==> src/rtl/hdio_pkg.sv <==
// Shared types and frame constants for the half-duplex pad controller.
// Build option: HDIO_PARITY_EN adds an even-parity bit to both directions.
package hdio_pkg;

    typedef enum logic [3:0] {
        S_IDLE,
        S_TX_START,
        S_TX_DATA,
        S_TX_PAR,
        S_TX_STOP,
        S_TURN,
        S_RX_WAIT,
        S_RX_START,
        S_RX_DATA,
        S_RX_PAR,
        S_RX_STOP
    } hdio_state_e;

    localparam int DATA_BITS = 8;

`ifdef HDIO_PARITY_EN
    localparam int PAR_BITS = 1;
`else
    localparam int PAR_BITS = 0;
`endif

    // start + data + optional parity + stop
    localparam int FRAME_BITS = 1 + DATA_BITS + PAR_BITS + 1;

    function automatic logic even_parity(input logic [DATA_BITS-1:0] d);
        return ^d;
    endfunction

endpackage

==> src/rtl/hdio_bit_timer.sv <==
// Loadable down-counter: done when it reaches zero, half when it passes HALF_AT.
// Used for bit periods, line turnaround and the response timeout.
module hdio_bit_timer
    import hdio_pkg::*;
#(
    parameter int W       = 4,
    parameter int HALF_AT = 8
) (
    input  logic         clk,
    input  logic         rst_n,
    input  logic         load,
    input  logic [W-1:0] load_val,
    output logic         done,
    output logic         half
);

    logic [W-1:0] count;

    // Holds at zero once expired so a pending expiry is not lost.
    always_ff @(posedge clk or negedge rst_n) begin
        if (!rst_n) begin
            count <= '0;
        end else if (load) begin
            count <= load_val;
        end else if (count != '0) begin
            count <= count - 1'b1;
        end
    end

    assign done = (count == '0);
    assign half = (count == W'(HALF_AT));

endmodule

==> src/rtl/half_duplex_io_ctrl.sv <==
// Single-pad half-duplex controller: sends a command byte, turns the line
// around and captures the response byte. Build option: HDIO_PARITY_EN.
module half_duplex_io_ctrl
    import hdio_pkg::*;
#(
    parameter int BIT_CYCLES   = 16,
    parameter int TURN_CYCLES  = 4,
    parameter int TIMEOUT_BITS = 32
) (
    input  logic       CLK,
    input  logic       RST_N,
    input  logic       TX_VALID,
    output logic       TX_READY,
    input  logic [7:0] TX_DATA,
    output logic       RX_VALID,
    output logic [7:0] RX_DATA,
    output logic       RX_ERR,
    output logic       RX_TIMEOUT,
    output logic       PAD_T,
    output logic       PAD_I,
    input  logic       PAD_O
);

    localparam int BT_MAX = (BIT_CYCLES > TURN_CYCLES) ? BIT_CYCLES : TURN_CYCLES;
    localparam int BT_W   = $clog2(BT_MAX);
    localparam int TO_W   = $clog2(TIMEOUT_BITS * BIT_CYCLES);
    localparam int BC_W   = $clog2(DATA_BITS);

    localparam logic [BT_W-1:0] BIT_LOAD  = BT_W'(BIT_CYCLES - 1);
    localparam logic [BT_W-1:0] TURN_LOAD = BT_W'(TURN_CYCLES - 1);
    localparam logic [TO_W-1:0] TO_LOAD   = TO_W'(TIMEOUT_BITS * BIT_CYCLES - 1);
    localparam logic [BC_W-1:0] LAST_BIT  = BC_W'(DATA_BITS - 1);

    hdio_state_e           state;
    logic                  pad_s1;
    logic                  pad_s2;
    logic                  rx_line;
    logic                  bt_load;
    logic [BT_W-1:0]       bt_val;
    logic                  bt_done;
    logic                  bt_half;
    logic                  to_load;
    logic                  to_done;
    logic                  to_half_unused;
    logic [BC_W-1:0]       bit_cnt;
    logic [DATA_BITS-1:0]  tx_shift;
    logic [DATA_BITS-1:0]  rx_shift;
`ifdef HDIO_PARITY_EN
    logic                  tx_par;
    logic                  rx_par;
`endif

    // Pad input is asynchronous; idle-high so the synchroniser resets high.
    always_ff @(posedge CLK or negedge RST_N) begin
        if (!RST_N) begin
            pad_s1 <= 1'b1;
            pad_s2 <= 1'b1;
        end else begin
            pad_s1 <= PAD_O;
            pad_s2 <= pad_s1;
        end
    end

    assign rx_line = pad_s2;

    hdio_bit_timer #(
        .W       (BT_W),
        .HALF_AT (BIT_CYCLES / 2)
    ) u_bit_timer (
        .clk      (CLK),
        .rst_n    (RST_N),
        .load     (bt_load),
        .load_val (bt_val),
        .done     (bt_done),
        .half     (bt_half)
    );

    // Second instance keeps the timeout running across a rejected start bit.
    hdio_bit_timer #(
        .W       (TO_W),
        .HALF_AT (0)
    ) u_timeout_timer (
        .clk      (CLK),
        .rst_n    (RST_N),
        .load     (to_load),
        .load_val (TO_LOAD),
        .done     (to_done),
        .half     (to_half_unused)
    );

    always_comb begin
        bt_load = 1'b0;
        bt_val  = BIT_LOAD;
        to_load = 1'b0;
        case (state)
            S_IDLE:                          bt_load = TX_VALID && TX_READY;
            S_TX_START, S_TX_DATA, S_TX_PAR: bt_load = bt_done;
            S_TX_STOP: begin
                bt_load = bt_done;
                bt_val  = TURN_LOAD;
            end
            S_TURN:                          to_load = bt_done;
            S_RX_WAIT:                       bt_load = !to_done && !rx_line;
            S_RX_START:                      bt_load = bt_half && !rx_line;
            S_RX_DATA, S_RX_PAR:             bt_load = bt_done;
            default:                         bt_load = 1'b0;
        endcase
    end

    always_ff @(posedge CLK or negedge RST_N) begin
        if (!RST_N) begin
            state      <= S_IDLE;
            TX_READY   <= 1'b1;
            PAD_T      <= 1'b1;
            PAD_I      <= 1'b1;
            RX_VALID   <= 1'b0;
            RX_ERR     <= 1'b0;
            RX_TIMEOUT <= 1'b0;
            RX_DATA    <= '0;
            bit_cnt    <= '0;
            tx_shift   <= '0;
            rx_shift   <= '0;
`ifdef HDIO_PARITY_EN
            tx_par     <= 1'b0;
            rx_par     <= 1'b0;
`endif
        end else begin
            RX_VALID   <= 1'b0;
            RX_ERR     <= 1'b0;
            RX_TIMEOUT <= 1'b0;
            case (state)
                S_IDLE: begin
                    if (TX_VALID && TX_READY) begin
                        state    <= S_TX_START;
                        TX_READY <= 1'b0;
                        PAD_T    <= 1'b0;
                        PAD_I    <= 1'b0;
                        tx_shift <= TX_DATA;
`ifdef HDIO_PARITY_EN
                        tx_par   <= even_parity(TX_DATA);
`endif
                    end
                end
                S_TX_START: begin
                    if (bt_done) begin
                        state    <= S_TX_DATA;
                        bit_cnt  <= '0;
                        PAD_I    <= tx_shift[0];
                        tx_shift <= tx_shift >> 1;
                    end
                end
                S_TX_DATA: begin
                    if (bt_done) begin
                        if (bit_cnt == LAST_BIT) begin
`ifdef HDIO_PARITY_EN
                            state <= S_TX_PAR;
                            PAD_I <= tx_par;
`else
                            state <= S_TX_STOP;
                            PAD_I <= 1'b1;
`endif
                        end else begin
                            bit_cnt  <= bit_cnt + 1'b1;
                            PAD_I    <= tx_shift[0];
                            tx_shift <= tx_shift >> 1;
                        end
                    end
                end
`ifdef HDIO_PARITY_EN
                S_TX_PAR: begin
                    if (bt_done) begin
                        state <= S_TX_STOP;
                        PAD_I <= 1'b1;
                    end
                end
`endif
                S_TX_STOP: begin
                    if (bt_done) begin
                        state <= S_TURN;
                        PAD_T <= 1'b1;
                        PAD_I <= 1'b1;
                    end
                end
                S_TURN: begin
                    if (bt_done) begin
                        state <= S_RX_WAIT;
                    end
                end
                S_RX_WAIT: begin
                    if (to_done) begin
                        state      <= S_IDLE;
                        TX_READY   <= 1'b1;
                        RX_TIMEOUT <= 1'b1;
                    end else if (!rx_line) begin
                        state <= S_RX_START;
                    end
                end
                S_RX_START: begin
                    // A start bit that is gone by its centre was a glitch.
                    if (bt_half) begin
                        if (!rx_line) begin
                            state   <= S_RX_DATA;
                            bit_cnt <= '0;
                        end else begin
                            state <= S_RX_WAIT;
                        end
                    end
                end
                S_RX_DATA: begin
                    if (bt_done) begin
                        rx_shift <= {rx_line, rx_shift[DATA_BITS-1:1]};
                        if (bit_cnt == LAST_BIT) begin
`ifdef HDIO_PARITY_EN
                            state <= S_RX_PAR;
`else
                            state <= S_RX_STOP;
`endif
                        end else begin
                            bit_cnt <= bit_cnt + 1'b1;
                        end
                    end
                end
`ifdef HDIO_PARITY_EN
                S_RX_PAR: begin
                    if (bt_done) begin
                        rx_par <= rx_line;
                        state  <= S_RX_STOP;
                    end
                end
`endif
                S_RX_STOP: begin
                    if (bt_done) begin
                        state    <= S_IDLE;
                        TX_READY <= 1'b1;
                        RX_VALID <= 1'b1;
                        RX_DATA  <= rx_shift;
`ifdef HDIO_PARITY_EN
                        RX_ERR   <= !rx_line || (rx_par != even_parity(rx_shift));
`else
                        RX_ERR   <= !rx_line;
`endif
                    end
                end
                default: begin
                    state    <= S_IDLE;
                    TX_READY <= 1'b1;
                    PAD_T    <= 1'b1;
                    PAD_I    <= 1'b1;
                end
            endcase
        end
    end

endmodule
==> config.mk <==
export PLATFORM = sky130hd
export DESIGN_NAME = half_duplex_io_ctrl
export DESIGN_NICKNAME = d
export VERILOG_FILES = /design/src/rtl/hdio_pkg.sv /design/src/rtl/hdio_bit_timer.sv /design/src/rtl/half_duplex_io_ctrl.sv
export SDC_FILE = /design/constraint.sdc
export NUM_CORES = 1
export LEC_CHECK = 0
export ABC_CLOCK_PERIOD_IN_PS = 4300
export BUFFER_PORTS_ARGS = -buffer_cell sky130_fd_sc_hd__buf_2
export CAP_MARGIN = 20
export CORE_MARGIN = 2
export CORE_UTILIZATION = 60
export DETAILED_ROUTE_END_ITERATION = 16
export GPL_ROUTABILITY_DRIVEN = 0
export PLACE_DENSITY = 0.8
export SLEW_MARGIN = 40
export SYNTH_ARGS = -nofsm -noshare
export SYNTH_HDL_FRONTEND = slang
export SYNTH_HIERARCHICAL = 1
export SYNTH_SLANG_ARGS = --single-unit
==> constraint.sdc <==
create_clock -name CLK -period 4.3 [get_ports CLK]
set_input_delay 0.215 -clock CLK [delete_from_list [all_inputs] [get_ports CLK]]
set_output_delay 0.215 -clock CLK [all_outputs]
set_load 0.01 [all_outputs]
== After elaboration in Yosys (flattened, before gate mapping) ==
Cells that the tools add are included.
Operators by class
  add/subtract/negate cells: 3
  equality and inequality tests: 28
  mux-type cells: 47
  bitwise operators: 3
  reductions and logical operators: 27
Operators with widths (number)
  4-bit two-way mux: 16
  4-bit one-hot mux with 9 select lines: 1
  8-bit two-way mux: 4
  2-bit inequality test (second input constant): 14
  8-bit one-hot mux with 3 select lines: 1
  9-bit two-way mux: 2
  4-bit by 3-bit == test with 1-bit output (second input constant): 4
  4-bit == test (second input constant): 4
  3-bit two-way mux: 5
  1-bit two-way mux: 13
  6-bit OR reduction: 2
  11-bit AND reduction: 1
  5-bit AND reduction: 2
  9-bit logical NOT: 1
  3-bit one-hot mux with 3 select lines: 1
  9-bit nonzero test: 1
  9-bit by 1-bit subtractor with 9-bit output (second input constant): 1
  4-bit by 2-bit == test with 1-bit output (second input constant): 2
  4-bit logical NOT: 2
  1-bit one-hot mux with 4 select lines: 2
  7-bit OR reduction: 1
  6-bit AND reduction: 1
  3-bit nonzero test: 2
  1-bit one-hot mux with 5 select lines: 1
  other kinds (17): 24
Storage, ports and cells
  register bits after elaboration: 52
  input port bits: 12
  output and inout bits: 14
  logic and storage cells: 123

== Depth between registers and ports, before layout ==
Gate-level depths: netlist (run 1).
  word-level depth: 5
  mapped depth: 12
  depth with buffers taken out: 10

== Hierarchy ==
The synthesis (run 1) kept the hierarchy.
Modules (own cells, without submodules)
  half_duplex_io_ctrl: times used 1, cells each 193, area an instance 2067.0 um2, seq. area each 982.2 um2
  hdio_bit_timer at u_timeout_timer: times used 1, cells each 58, area an instance 541.8 um2, seq. area each 225.2 um2
  hdio_bit_timer at u_bit_timer: times used 1, cells each 23, area an instance 236.5 um2, seq. area each 100.1 um2

== Worst setup path after synthesis (run 1) ==
Ideal clock, no wire load.
  path type: reg2reg
  start: register u_timeout_timer.count[0]
  end: register u_bit_timer.count[3]
  setup time: 0.126 ns
  arrival time: 2.474 ns
  required time: 4.174 ns
  path slack: 1.700 ns
  stages on the path, launching flop included: 12
  buffers on the path: 2
  period minus slack after synthesis: 2.600 ns
  cell sequence: dfrtp_1 > inv_1 > ha_1 > or4b_1 > buf_2 > or2_4 > inv_1 > nor2b_1 > o32a_1 > o2bb2ai_1 > clkbuf_1 > a221o_1
On the way
  word-level cells in the longest chain between the ends: 5
  elaborated cells on any way between the ends: 6
  those cells by class: 2 x mux; 4 x reduce/logical
Ends and longest elaborated chain
  from (decl): line hdio_bit_timer.sv:17  | logic [W-1:0] count;
  from (signal assigned): line hdio_bit_timer.sv:24  | count <= load_val;
  from (signal assigned): line hdio_bit_timer.sv:26  | count <= count - 1'b1;
  9-bit logical NOT (*): line hdio_bit_timer.sv:30  | assign done = (count == '0);
  named net to_done: line half_duplex_io_ctrl.sv:43  | logic to_done;
  1-bit logical NOT (*): line half_duplex_io_ctrl.sv:103  | S_RX_WAIT: bt_load = !to_done && !rx_line;
  1-bit logical AND (*): line half_duplex_io_ctrl.sv:103
  1-bit one-hot mux with 4 select lines (*): line half_duplex_io_ctrl.sv:95  | case (state)
  named net bt_load: line half_duplex_io_ctrl.sv:38  | logic bt_load;
  4-bit two-way mux / 2-bit nonzero test (equally long branches)
  to (signal assigned): line hdio_bit_timer.sv:24
  to (signal assigned): line hdio_bit_timer.sv:26
  to (decl): line hdio_bit_timer.sv:17
The timed path passes the listed nets; every way through them passes the cells marked *.
A chain may end at the register's enable or synchronous reset.

== Worst setup path after layout (run 1) ==
Ends and elaborated chain as after synthesis.

==> reports/qor.csv, run 1 <==
stage,metric,value,unit
status,status,completed,
die,rows,25,
worst_setup_path,rr_startpoint,u_timeout_timer/count[0],
sta,min_period,2.85,ns
placement,placed_area,0.00298,mm²
cts,htreeDepth,2,
synthesis,syn_avg_cell_area,10.4,µm²
die,die-width,72.8,µm
die,die_area,0.00530,mm²
sta,setup_viol,0,
drt,drt_wl_total,5330,µm
final_layout,final_cell_area,0.00310,mm²
worst_setup_path,worstPathCellList,inv_1 -> ha_1 -> or4b_1 -> or2_4 -> inv_1 -> nor2b_1 -> o32a_1 -> o2bb2ai_1 -> nor3b_1 -> a221o_1,
sta,hold_violations,0,
global_route,antenna_found_initial,0,
cts,cts_setup_buffers,0,
cts,cts_root_buf,clkbuf_8,
drt,drt_iter0_markers,116,
worst_setup_path,cp_data_arrival_time,3.09,ns
worst_setup_path,cp.required,4.55,ns
pwr,switchingPower,0.829,mW
global_route,grt_util_all_layers,22.3,%
sta,finalCritPeriodShare,66.2,%
die,start_util,61.3,%
drt,remaining_drc_errors,0,
cts,cts_num_sinks,52,
worst_setup_path,crit_fanout,8,
cts,clockBufferDepth,2,
sta,maxSlewViolCount,0,
final_layout,area_delta_synth_final,9.39,%
worst_setup_path,crit_path_max_incr_delay,0.59,ns
synthesis,yosys_warnings,6,
worst_setup_path,cpMaxStageDelayCell,or4b_1,
die,core-area,0.00463,mm²
worst_setup_path,cp-end-kind,register,
pwr,seq_power_share,40.0,%
drt,ant_nets,0,
sta,rsz0062_at_grt,false,
global_route,grt_overflow,0,
die,die_h,72.8,µm
placement,dp_slack,1.50,ns
final_layout,finalNetCount,317,
placement,portBuffers,25,
pwr,p_leak,1.46,nW
global_route,grt_pass1_vias,1990,
pwr,sw_frac_of_total,39.9,%
cts,cts_inserted_buffers,5,
pwr,combPwrFrac,43.3,%
pwr,p_int,1.25,mW
die,ios,26,
final_layout,diodes,0,
pwr,ir_worst_vdd,0.492,mV
sta,tightest_slew,0.825,ns
cts,clkLatencyLatePin,0.31,ns
synthesis,synthesis.area,0.00284,mm²
final_layout,final_cell_mix,"47 x dfrtp_1, 25 x buf_2, 20 x nor2_1",
worst_setup_path,crit_path_start,u_timeout_timer/count[0],
sta,maxSlewHeadroom,45.0,%
placement,place_inst,347,
sta,setup_ws,1.45,ns
sta,fmax,351,MHz
final_layout,layout.cells.non_filler,356,
worst_setup_path,crit_top_cell,inv_1,
drt,routedWlPerCell,15.0,µm
drt,avgViaCountPerCell,5.88,
pwr,power_density,670,mW/mm²
drt,drt-pass1-iter-count,5,
sta,tns,0,ns
sta,skew,0.00405,ns
min_path,hold_class,in -> async,
final_layout,drive_above_1_share,23.8,%
pwr,power.share.clock,16.7,%
pwr,power,2.08,mW
placement,hpwl,3680,µm
worst_setup_path,start_kind,register,
global_route,grt_max_degree,53,
synthesis,postSynthCellCount,273,
flow_run,max-cap-violations,0,
final_layout,final_common_cell,dfrtp_1,
drt,vias,2092,
global_route,grt_pass1_wl,9030,µm
worst_setup_path,crit_type,reg -> reg,
cts,cts_tree,built,
cts,clkTransAtPathRegs,0.10,ns
## power by group through the flow
stage                     Clock, mW  Combinational, mW  Sequential, mW
after floorplan                   0              0.833           0.747
after global placement            0              0.863           0.832
after detailed placement          0              0.895           0.841
after CTS                     0.352              0.903           0.832
after global routing          0.375               1.01           0.859
final                         0.348              0.900           0.833
## worst max-delay path, delay by kind of cell, from the launching register on
kind	cells	cell delay, ns
and+or+nand+nor	4	1.42
AOI/OAI and AO/OA	3	0.51
DFF	1	0.41
buffers and inverters	2	0.24
adders and majority gates	1	0.20
## what timing repair did
item	4_1_cts	5_1_grt
gates resized for setup	0	0
hold buffers	1	0
hold endpoints to repair	1	0
## per-layer routing
metal  share of wire, %  global-route usage, %  routed length [µm]
met5                  0                      0                   0
met2                 47                   34.6                2520
met4                1.5                   8.44                  80
met1                 47                   30.8                2530
met3                3.7                   4.83                 197
## worst paths after layout
path,endpoint,slack [ns],cells after the start
setup / recovery,u_bit_timer/count[3],1.45,10
hold / removal,u_timeout_timer/count[6],0.0006,2
setup reg to reg,u_bit_timer/count[3],1.45,10
hold reg to reg,pad_s2,0.36,0
max in group asynchronous,bit_cnt[1],3.87,2
min in group CLK,TX_READY,0.10,2
## layout make-up
cell class,count,area (µm²)
Inverter,14,52.6
Fill cell,358,1530
Clock inverter,3,46.3
Clock buffer,5,68.8
Tap cell,54,67.6
Multi-Input combinational cell,201,1420
Sequential cell,52,1310
Timing Repair Buffer,27,143
## stage by stage
stage,hold slack (ns),util (%)
floorplan,-0.0806,-
global placement,0.322,64.4
detailed placement,0.321,64.4
CTS,0.0222,67.1
global route,0.0478,67.1
finish,0.000602,67.1
## sequential cells by signal, indices dropped and copies added (netlist names)
| signal | flops |
|---|---|
| PAD_I | 1 |
| u_timeout_timer/count | 9 |
| pad_s2 | 1 |
| RX_VALID | 1 |
| RX_DATA | 8 |
| RX_TIMEOUT | 1 |
| bit_cnt | 3 |
| TX_READY | 1 |
| rx_shift | 8 |
| u_bit_timer/count | 4 |
| tx_shift | 8 |
| state | 4 |
| pad_s1 | 1 |
| RX_ERR | 1 |
| PAD_T | 1 |
Power figures use the tool's default switching activity.
==> run 2, diff against run 1 <==
--- a/config.mk
+++ b/config.mk
@@ -5,14 +5,14 @@
 export SDC_FILE = /design/constraint.sdc
 export NUM_CORES = 1
 export LEC_CHECK = 0
-export ABC_CLOCK_PERIOD_IN_PS = 4300
+export ABC_CLOCK_PERIOD_IN_PS = 2600
 export BUFFER_PORTS_ARGS = -buffer_cell sky130_fd_sc_hd__buf_2
 export CAP_MARGIN = 20
 export CORE_MARGIN = 2
-export CORE_UTILIZATION = 60
+export CORE_UTILIZATION = 53
 export DETAILED_ROUTE_END_ITERATION = 16
 export GPL_ROUTABILITY_DRIVEN = 0
-export PLACE_DENSITY = 0.8
+export PLACE_DENSITY = 0.75
 export SLEW_MARGIN = 40
 export SYNTH_ARGS = -nofsm -noshare
 export SYNTH_HDL_FRONTEND = slang
==> constraint.sdc (replaced) <==
create_clock -name CLK -period 2.6 [get_ports CLK]
set_input_delay 0.13 -clock CLK [delete_from_list [all_inputs] [get_ports CLK]]
set_output_delay 0.13 -clock CLK [all_outputs]
set_load 0.01 [all_outputs]
==> reports/qor.csv, run 2 (synthesized netlist as in run 1, its figures left out) <==
stage,metric,value,unit,change
cts,cts_root_buf,clkbuf_8,,unchanged
drt,remaining_drc_errors,0,,unchanged
die,core-area,0.00514,mm²,was 0.00463 mm²
final_layout,drive_above_1_share,29.9,%,was 23.8%
placement,portBuffers,25,,unchanged
cts,htreeDepth,2,,unchanged
status,status,completed,,unchanged
die,ios,26,,unchanged
sta,maxSlewHeadroom,56.2,%,was 45.0%
die,rows,26,,was 25
worst_setup_path,cp-end-kind,register,,unchanged
drt,routedWlPerCell,14.1,µm,was 15.0 µm
drt,drt-pass1-iter-count,4,,was 5
final_layout,diodes,0,,unchanged
die,die-width,77.2,µm,was 72.8 µm
final_layout,largest_register_ffs,9,,unchanged
min_path,hold_class,in -> reg,,was in -> async
pwr,power_density,1080,mW/mm²,was 670 mW/mm²
global_route,grt_pass1_vias,2016,,was 1990
drt,vias,2126,,was 2092
drt,drt_wl_total,5510,µm,was 5330 µm
cts,clkLatencyLatePin,0.31,ns,about the same
pwr,ir_worst_vdd,0.651,mV,was 0.492 mV
die,die_h,77.2,µm,was 72.8 µm
final_layout,top_register,u_timeout_timer/count,,unchanged
global_route,antenna_found_initial,0,,unchanged
final_layout,final_core_util,63.6,%,was 67.1%
drt,drt_iter0_markers,118,,was 116
global_route,grt_overflow,0,,unchanged
drt,dr_wl_met2,2670,µm,was 2520 µm
global_route,grt_max_degree,33,,was 53
global_route,grt_pass1_wl,9480,µm,was 9030 µm
die,start_util,55.2,%,was 61.3%
final_layout,final_cell_mix,"47 x dfrtp_1, 25 x buf_2, 20 x nor2_1",,unchanged
cts,clockBufferDepth,2,,unchanged
sta,min_period,2.48,ns,was 2.85 ns
sta,tightest_slew,0.657,ns,was 0.825 ns
drt,dr_wl_met3,182,µm,was 197 µm
sta,rsz0062_at_grt,false,,unchanged
worst_setup_path,cp_data_arrival_time,2.67,ns,was 3.09 ns
cts,clkTransAtPathRegs,0.10,ns,about the same
drt,avgViaCountPerCell,5.44,,was 5.88
sta,setup_viol,0,,unchanged
pwr,p_leak,1.53,nW,was 1.46 nW
die,die_area,0.00596,mm²,was 0.00530 mm²
worst_setup_path,crit_fanout,6,,was 8
flow_run,max-cap-violations,0,,unchanged
drt,highest_layer,met4,,unchanged
worst_setup_path,crit_type,reg -> reg,,unchanged
sta,tns,0,ns,unchanged
sta,maxSlewViolCount,0,,unchanged
drt,ant_nets,0,,unchanged
placement,hpwl,3900,µm,was 3680 µm
cts,cts_num_sinks,52,,unchanged
final_layout,final_common_cell,dfrtp_1,,unchanged
sta,fmax,404,MHz,was 351 MHz
cts,cts_tree,built,,unchanged
worst_setup_path,start_kind,register,,unchanged
worst_setup_path,cp.required,2.79,ns,was 4.55 ns
sta,skew,0.00969,ns,was 0.00405 ns
final_layout,area_delta_synth_final,15.1,%,was 9.39%
final_layout,finalNetCount,336,,was 317
drt,wl_met1,2610,µm,was 2530 µm
global_route,grt_util_all_layers,19.4,%,was 22.3%
cts,cts_inserted_buffers,5,,unchanged
sta,hold_violations,0,,unchanged
sta,finalCritPeriodShare,95.2,%,was 66.2%
[run 2: changes by cell type in the layout (fill, tap and decap cells not counted), sizes merged]
cell,delta
buf,+18
clkinvlp,+2
bufinv,-1
clkinv,-1
dlygate4sd3,+1
[run 2: metal layers]
layer	track usage [%]	vias to the layer above
li1	-	1072
met1	27.5	1012
met2	30.8	36
met3	3.41	6
met4	5.54	0
met5	0	-
[run 2: critical path, cell delays in order, from the launching register on]
cell and delay [ns]:
dfrtp_1 0.42, inv_2 0.07, ha_2 0.16, or4b_1 0.45, or2_4 0.28, inv_1 0.07, buf_4 0.14, nand2b_1 0.12
o21ai_0 0.11, a22oi_1 0.18, nor3_1 0.06, mux2_2 0.29
[run 2: area by class of cell]
cell class              instances  area [µm²]
multi-input cells             201        1440
inverters                      14        52.6
fillers                       445        1870
clock buffers                   5        68.8
well taps                      70        87.6
flip-flops and latches         52        1310
repair buffers                 46         288
clock inverters                 3        26.3
[run 2: what timing repair did]
item | in CTS | in global routing
gates resized for setup | 0 | 6
hold endpoints to repair | 21 | 0
buffers inserted | 0 | 6
hold buffers | 2 | 0
setup endpoints to repair | 0 | 5
[run 2: per-stage QoR]
stage	total power [mW]	instances	setup WS, ns	hold slack, ns	instance area (µm²)
finish	3.53	391	0.124	0.00970	3270
global route	3.82	391	0.0111	0.0244	3270
CTS	3.44	385	0.105	0.00171	3200
detailed placement	2.95	375	0.114	0.122	3090
global placement	2.89	375	0.203	0.114	3090
floorplan	2.61	283	0.0183	-0.166	2880
[run 2: where the power goes]
group / total [mW] / internal (mW) / switching [mW]
clock: 0.478 / 0.196 / 0.282
combinational: 1.73 / 0.854 / 0.877
sequential: 1.32 / 1.06 / 0.260
total: 3.53 / 2.11 / 1.42
[run 2: final timing paths]
path	startpoint	to	slack [ns]	cells after the start
max reg2reg	u_timeout_timer/count[0]	state[2]	0.12	11
max in group asynchronous	RST_N	PAD_I	1.47	3
min	TX_VALID	TX_READY	0.01	2
max	u_timeout_timer/count[0]	state[2]	0.12	11
min in group asynchronous	RST_N	RX_DATA[0]	0.33	2
min reg2reg	pad_s1	pad_s2	0.36	0
==> run 3, diff against run 2 <==
--- a/config.mk
+++ b/config.mk
@@ -13,6 +13,7 @@
 export DETAILED_ROUTE_END_ITERATION = 16
 export GPL_ROUTABILITY_DRIVEN = 0
 export PLACE_DENSITY = 0.75
+export RECOVER_POWER = 50
 export SLEW_MARGIN = 40
 export SYNTH_ARGS = -nofsm -noshare
 export SYNTH_HDL_FRONTEND = slang
==> reports/qor.csv, run 3 (synthesized netlist as in run 1, its figures left out) <==
stage,metric,value,unit,change
sta,skew,0.00966,ns,was 0.00969 ns
global_route,grt_pass1_vias,2016,,unchanged
drt,ant_nets,0,,unchanged
final_layout,final_common_cell,dfrtp_1,,unchanged
die,die_area,0.00596,mm²,unchanged
sta,min_period,2.45,ns,was 2.48 ns
worst_setup_path,cpMaxStageDelayCell,or4b_1,,unchanged
worst_setup_path,regToRegSetupSlack,0.15,ns,was 0.12 ns
worst_setup_path,start_kind,register,,unchanged
worst_setup_path,worstPathCellList,inv_2 -> ha_2 -> or4b_1 -> or2_4 -> inv_1 -> buf_4 -> or3b_4 -> a21oi_2 -> nor3_4 -> o21ai_2 -> a22o_1,,was inv_2 -> ha_2 -> or4b_1 -> or2_4 -> inv_1 -> buf_4 -> nand2b_1 -> o21ai_0 -> a22oi_1 -> nor3_1 -> mux2_2
global_route,grt_max_degree,33,,unchanged
die,start_util,55.2,%,unchanged
drt,drt-pass1-iter-count,4,,unchanged
sta,whs,0.0146,ns,was 0.00970 ns
drt,routedWlPerCell,14.0,µm,was 14.1 µm
sta,hold_violations,0,,unchanged
die,die-width,77.2,µm,unchanged
placement,portBuffers,25,,unchanged
worst_setup_path,cp_num_buf_inv,3,,unchanged
pwr,power_density,1080,mW/mm²,about the same
die,core-area,0.00514,mm²,unchanged
sta,maxSlewViolCount,0,,unchanged
final_layout,fill_cells,449,,was 445
placement,hpwl,3900,µm,unchanged
placement,place_inst,375,,unchanged
pwr,sw_frac_of_total,40.2,%,about the same
global_route,grt_overflow,0,,unchanged
sta,finalCritPeriodShare,94.3,%,was 95.2%
cts,cts_num_sinks,52,,unchanged
cts,cts_inserted_buffers,5,,unchanged
final_layout,final_core_util,63.2,%,was 63.6%
worst_setup_path,crit_family,simple AND/OR/NAND/NOR gates,,unchanged
sta,maxSlewHeadroom,22.1,%,was 56.2%
final_layout,largest_register_ffs,9,,unchanged
final_layout,top_register,u_timeout_timer/count,,unchanged
drt,vias,2141,,was 2126
cts,clkLatencyLatePin,0.31,ns,about the same
final_layout,final_cell_mix,"47 x dfrtp_1, 20 x nor2_1, 18 x mux2_2, 18 x buf_4",,"was 47 x dfrtp_1, 25 x buf_2, 20 x nor2_1"
worst_setup_path,cp_data_arrival_time,2.65,ns,was 2.67 ns
pwr,switchingPower,1.42,mW,about the same
min_path,holdPathEnd,TX_READY,,unchanged
cts,htreeDepth,2,,unchanged
final_layout,multiInputGateArea,0.00144,mm²,unchanged
pwr,power,3.52,mW,was 3.53 mW
final_layout,layout.cells.non_filler,391,,unchanged
min_path,hold_path_depth,2,,unchanged
die,die_h,77.2,µm,unchanged
placement,placed_area,0.00309,mm²,unchanged
final_layout,finalNetCount,336,,unchanged
drt,remaining_drc_errors,0,,unchanged
final_layout,regArea,0.00131,mm²,unchanged
worst_setup_path,cp-end-kind,register,,unchanged
status,status,completed,,unchanged
cts,clkTransAtPathRegs,0.10,ns,about the same
pwr,seq_power_share,37.5,%,was 37.4%
die,rows,26,,unchanged
global_route,grt_pass1_wl,9480,µm,unchanged
sta,setup_viol,0,,unchanged
sta,tightest_slew,1.17,ns,was 0.657 ns
die,ios,26,,unchanged
drt,avgViaCountPerCell,5.48,,was 5.44
pwr,combPwrFrac,49.0,%,about the same
pwr,ir_worst_vdd,0.651,mV,about the same
pwr,p_int,2.10,mW,was 2.11 mW
min_path,hold_start,TX_VALID,,unchanged
final_layout,final_cell_area,0.00325,mm²,was 0.00327 mm²
drt,drt_iter0_markers,135,,was 118
sta,fmax,408,MHz,was 404 MHz
worst_setup_path,crit_fanout,6,,unchanged
sta,tns,0,ns,unchanged
min_path,hold_class,in -> reg,,unchanged
worst_setup_path,r2r_cells,11,,unchanged
final_layout,diodes,0,,unchanged
final_layout,area_delta_synth_final,14.5,%,was 15.1%
cts,cts_root_buf,clkbuf_8,,unchanged
global_route,grt_util_all_layers,19.4,%,unchanged
placement,dp_slack,0.114,ns,unchanged
cts,cts_tree,built,,unchanged
worst_setup_path,crit_path_max_incr_delay,0.45,ns,about the same
flow_run,max-cap-violations,0,,unchanged
cts,clockBufferDepth,2,,unchanged
worst_setup_path,rr_startpoint,u_timeout_timer/count[0],,unchanged
worst_setup_path,crit_type,reg -> reg,,unchanged
pwr,p_leak,1.48,nW,was 1.53 nW
pwr,power.share.clock,13.6,%,was 13.5%
worst_setup_path,worst_r2r_endpoint,state[0],,was state[2]
worst_setup_path,cp.required,2.80,ns,was 2.79 ns
drt,drt_wl_total,5490,µm,was 5510 µm
sta,setup_ws,0.149,ns,was 0.124 ns
final_layout,drive_above_1_share,25.2,%,was 29.9%
global_route,antenna_found_initial,0,,unchanged
sta,rsz0062_at_grt,false,,unchanged
==> run 3: changes by cell type in the layout (fill, tap and decap cells not counted) <==
cell	change
buf_2	-13
clkbuf_1	+13
dfstp_1	+2
dfstp_2	-2
buf_4	-1
clkbuf_2	+1
==> run 3: repair_timing <==
item / in CTS / in global routing
gates resized for setup: 0 / 6
endpoints found under the setup margin: 0 / 5
hold buffers: 2 / 0
endpoints found under the hold margin: 21 / 0
buffers inserted: 0 / 6
==> run 3: how the worst max path moves through the flow <==
stage / endpoint / from / slack [ns] / cells after the start
floorplan: u_bit_timer/count[3] / u_timeout_timer/count[0] / 0.02 / 11
global placement: u_bit_timer/count[3] / u_timeout_timer/count[0] / 0.20 / 9
detailed placement: u_bit_timer/count[3] / u_timeout_timer/count[0] / 0.11 / 9
CTS: u_bit_timer/count[3] / u_timeout_timer/count[0] / 0.10 / 9
global route: state[0] / u_timeout_timer/count[0] / 0.01 / 11
finish: state[0] / u_timeout_timer/count[0] / 0.15 / 11
==> run 3: layout make-up <==
class / count / area share [%]
repair buffers: 46 / 8.28
flip-flops and latches: 52 / 40.3
multi-input cells: 201 / 44.2
inverters: 14 / 1.62
well taps: 70 / 2.70
clock buffers: 5 / 2.12
clock inverters: 3 / 0.809
==> run 3: worst register-to-register path, stage by stage (launching register included) <==
cell and delay [ns]:
dfrtp_1 0.42, inv_2 0.07, ha_2 0.17, or4b_1 0.45
or2_4 0.28, inv_1 0.07, buf_4 0.14, or3b_4 0.13
a21oi_2 0.08, nor3_4 0.23, o21ai_2 0.07, a22o_1 0.22
==> run 3: per-layer routing <==
metal | global-route usage (%) | part of all wire, % | up-vias
met1 | 27.5 | 47 | 1024
met4 | 5.54 | 0.89 | 0
met5 | 0 | 0 | -
li1 | - | - | 1072
met3 | 3.41 | 4.1 | 6
met2 | 30.8 | 48 | 39
==> run 3: power groups by stage <==
| stage | clock [mW] | sequential, mW | combinational [mW] |
|---|---|---|---|
| 6_report | 0.478 | 1.32 | 1.72 |
| 5_1_grt | 0.523 | 1.35 | 1.93 |
| 4_1_cts | 0.495 | 1.32 | 1.63 |
| 3_5_place_dp | 0 | 1.33 | 1.62 |
| 3_3_place_gp | 0 | 1.32 | 1.57 |
| 2_1_floorplan | 0 | 1.24 | 1.38 |
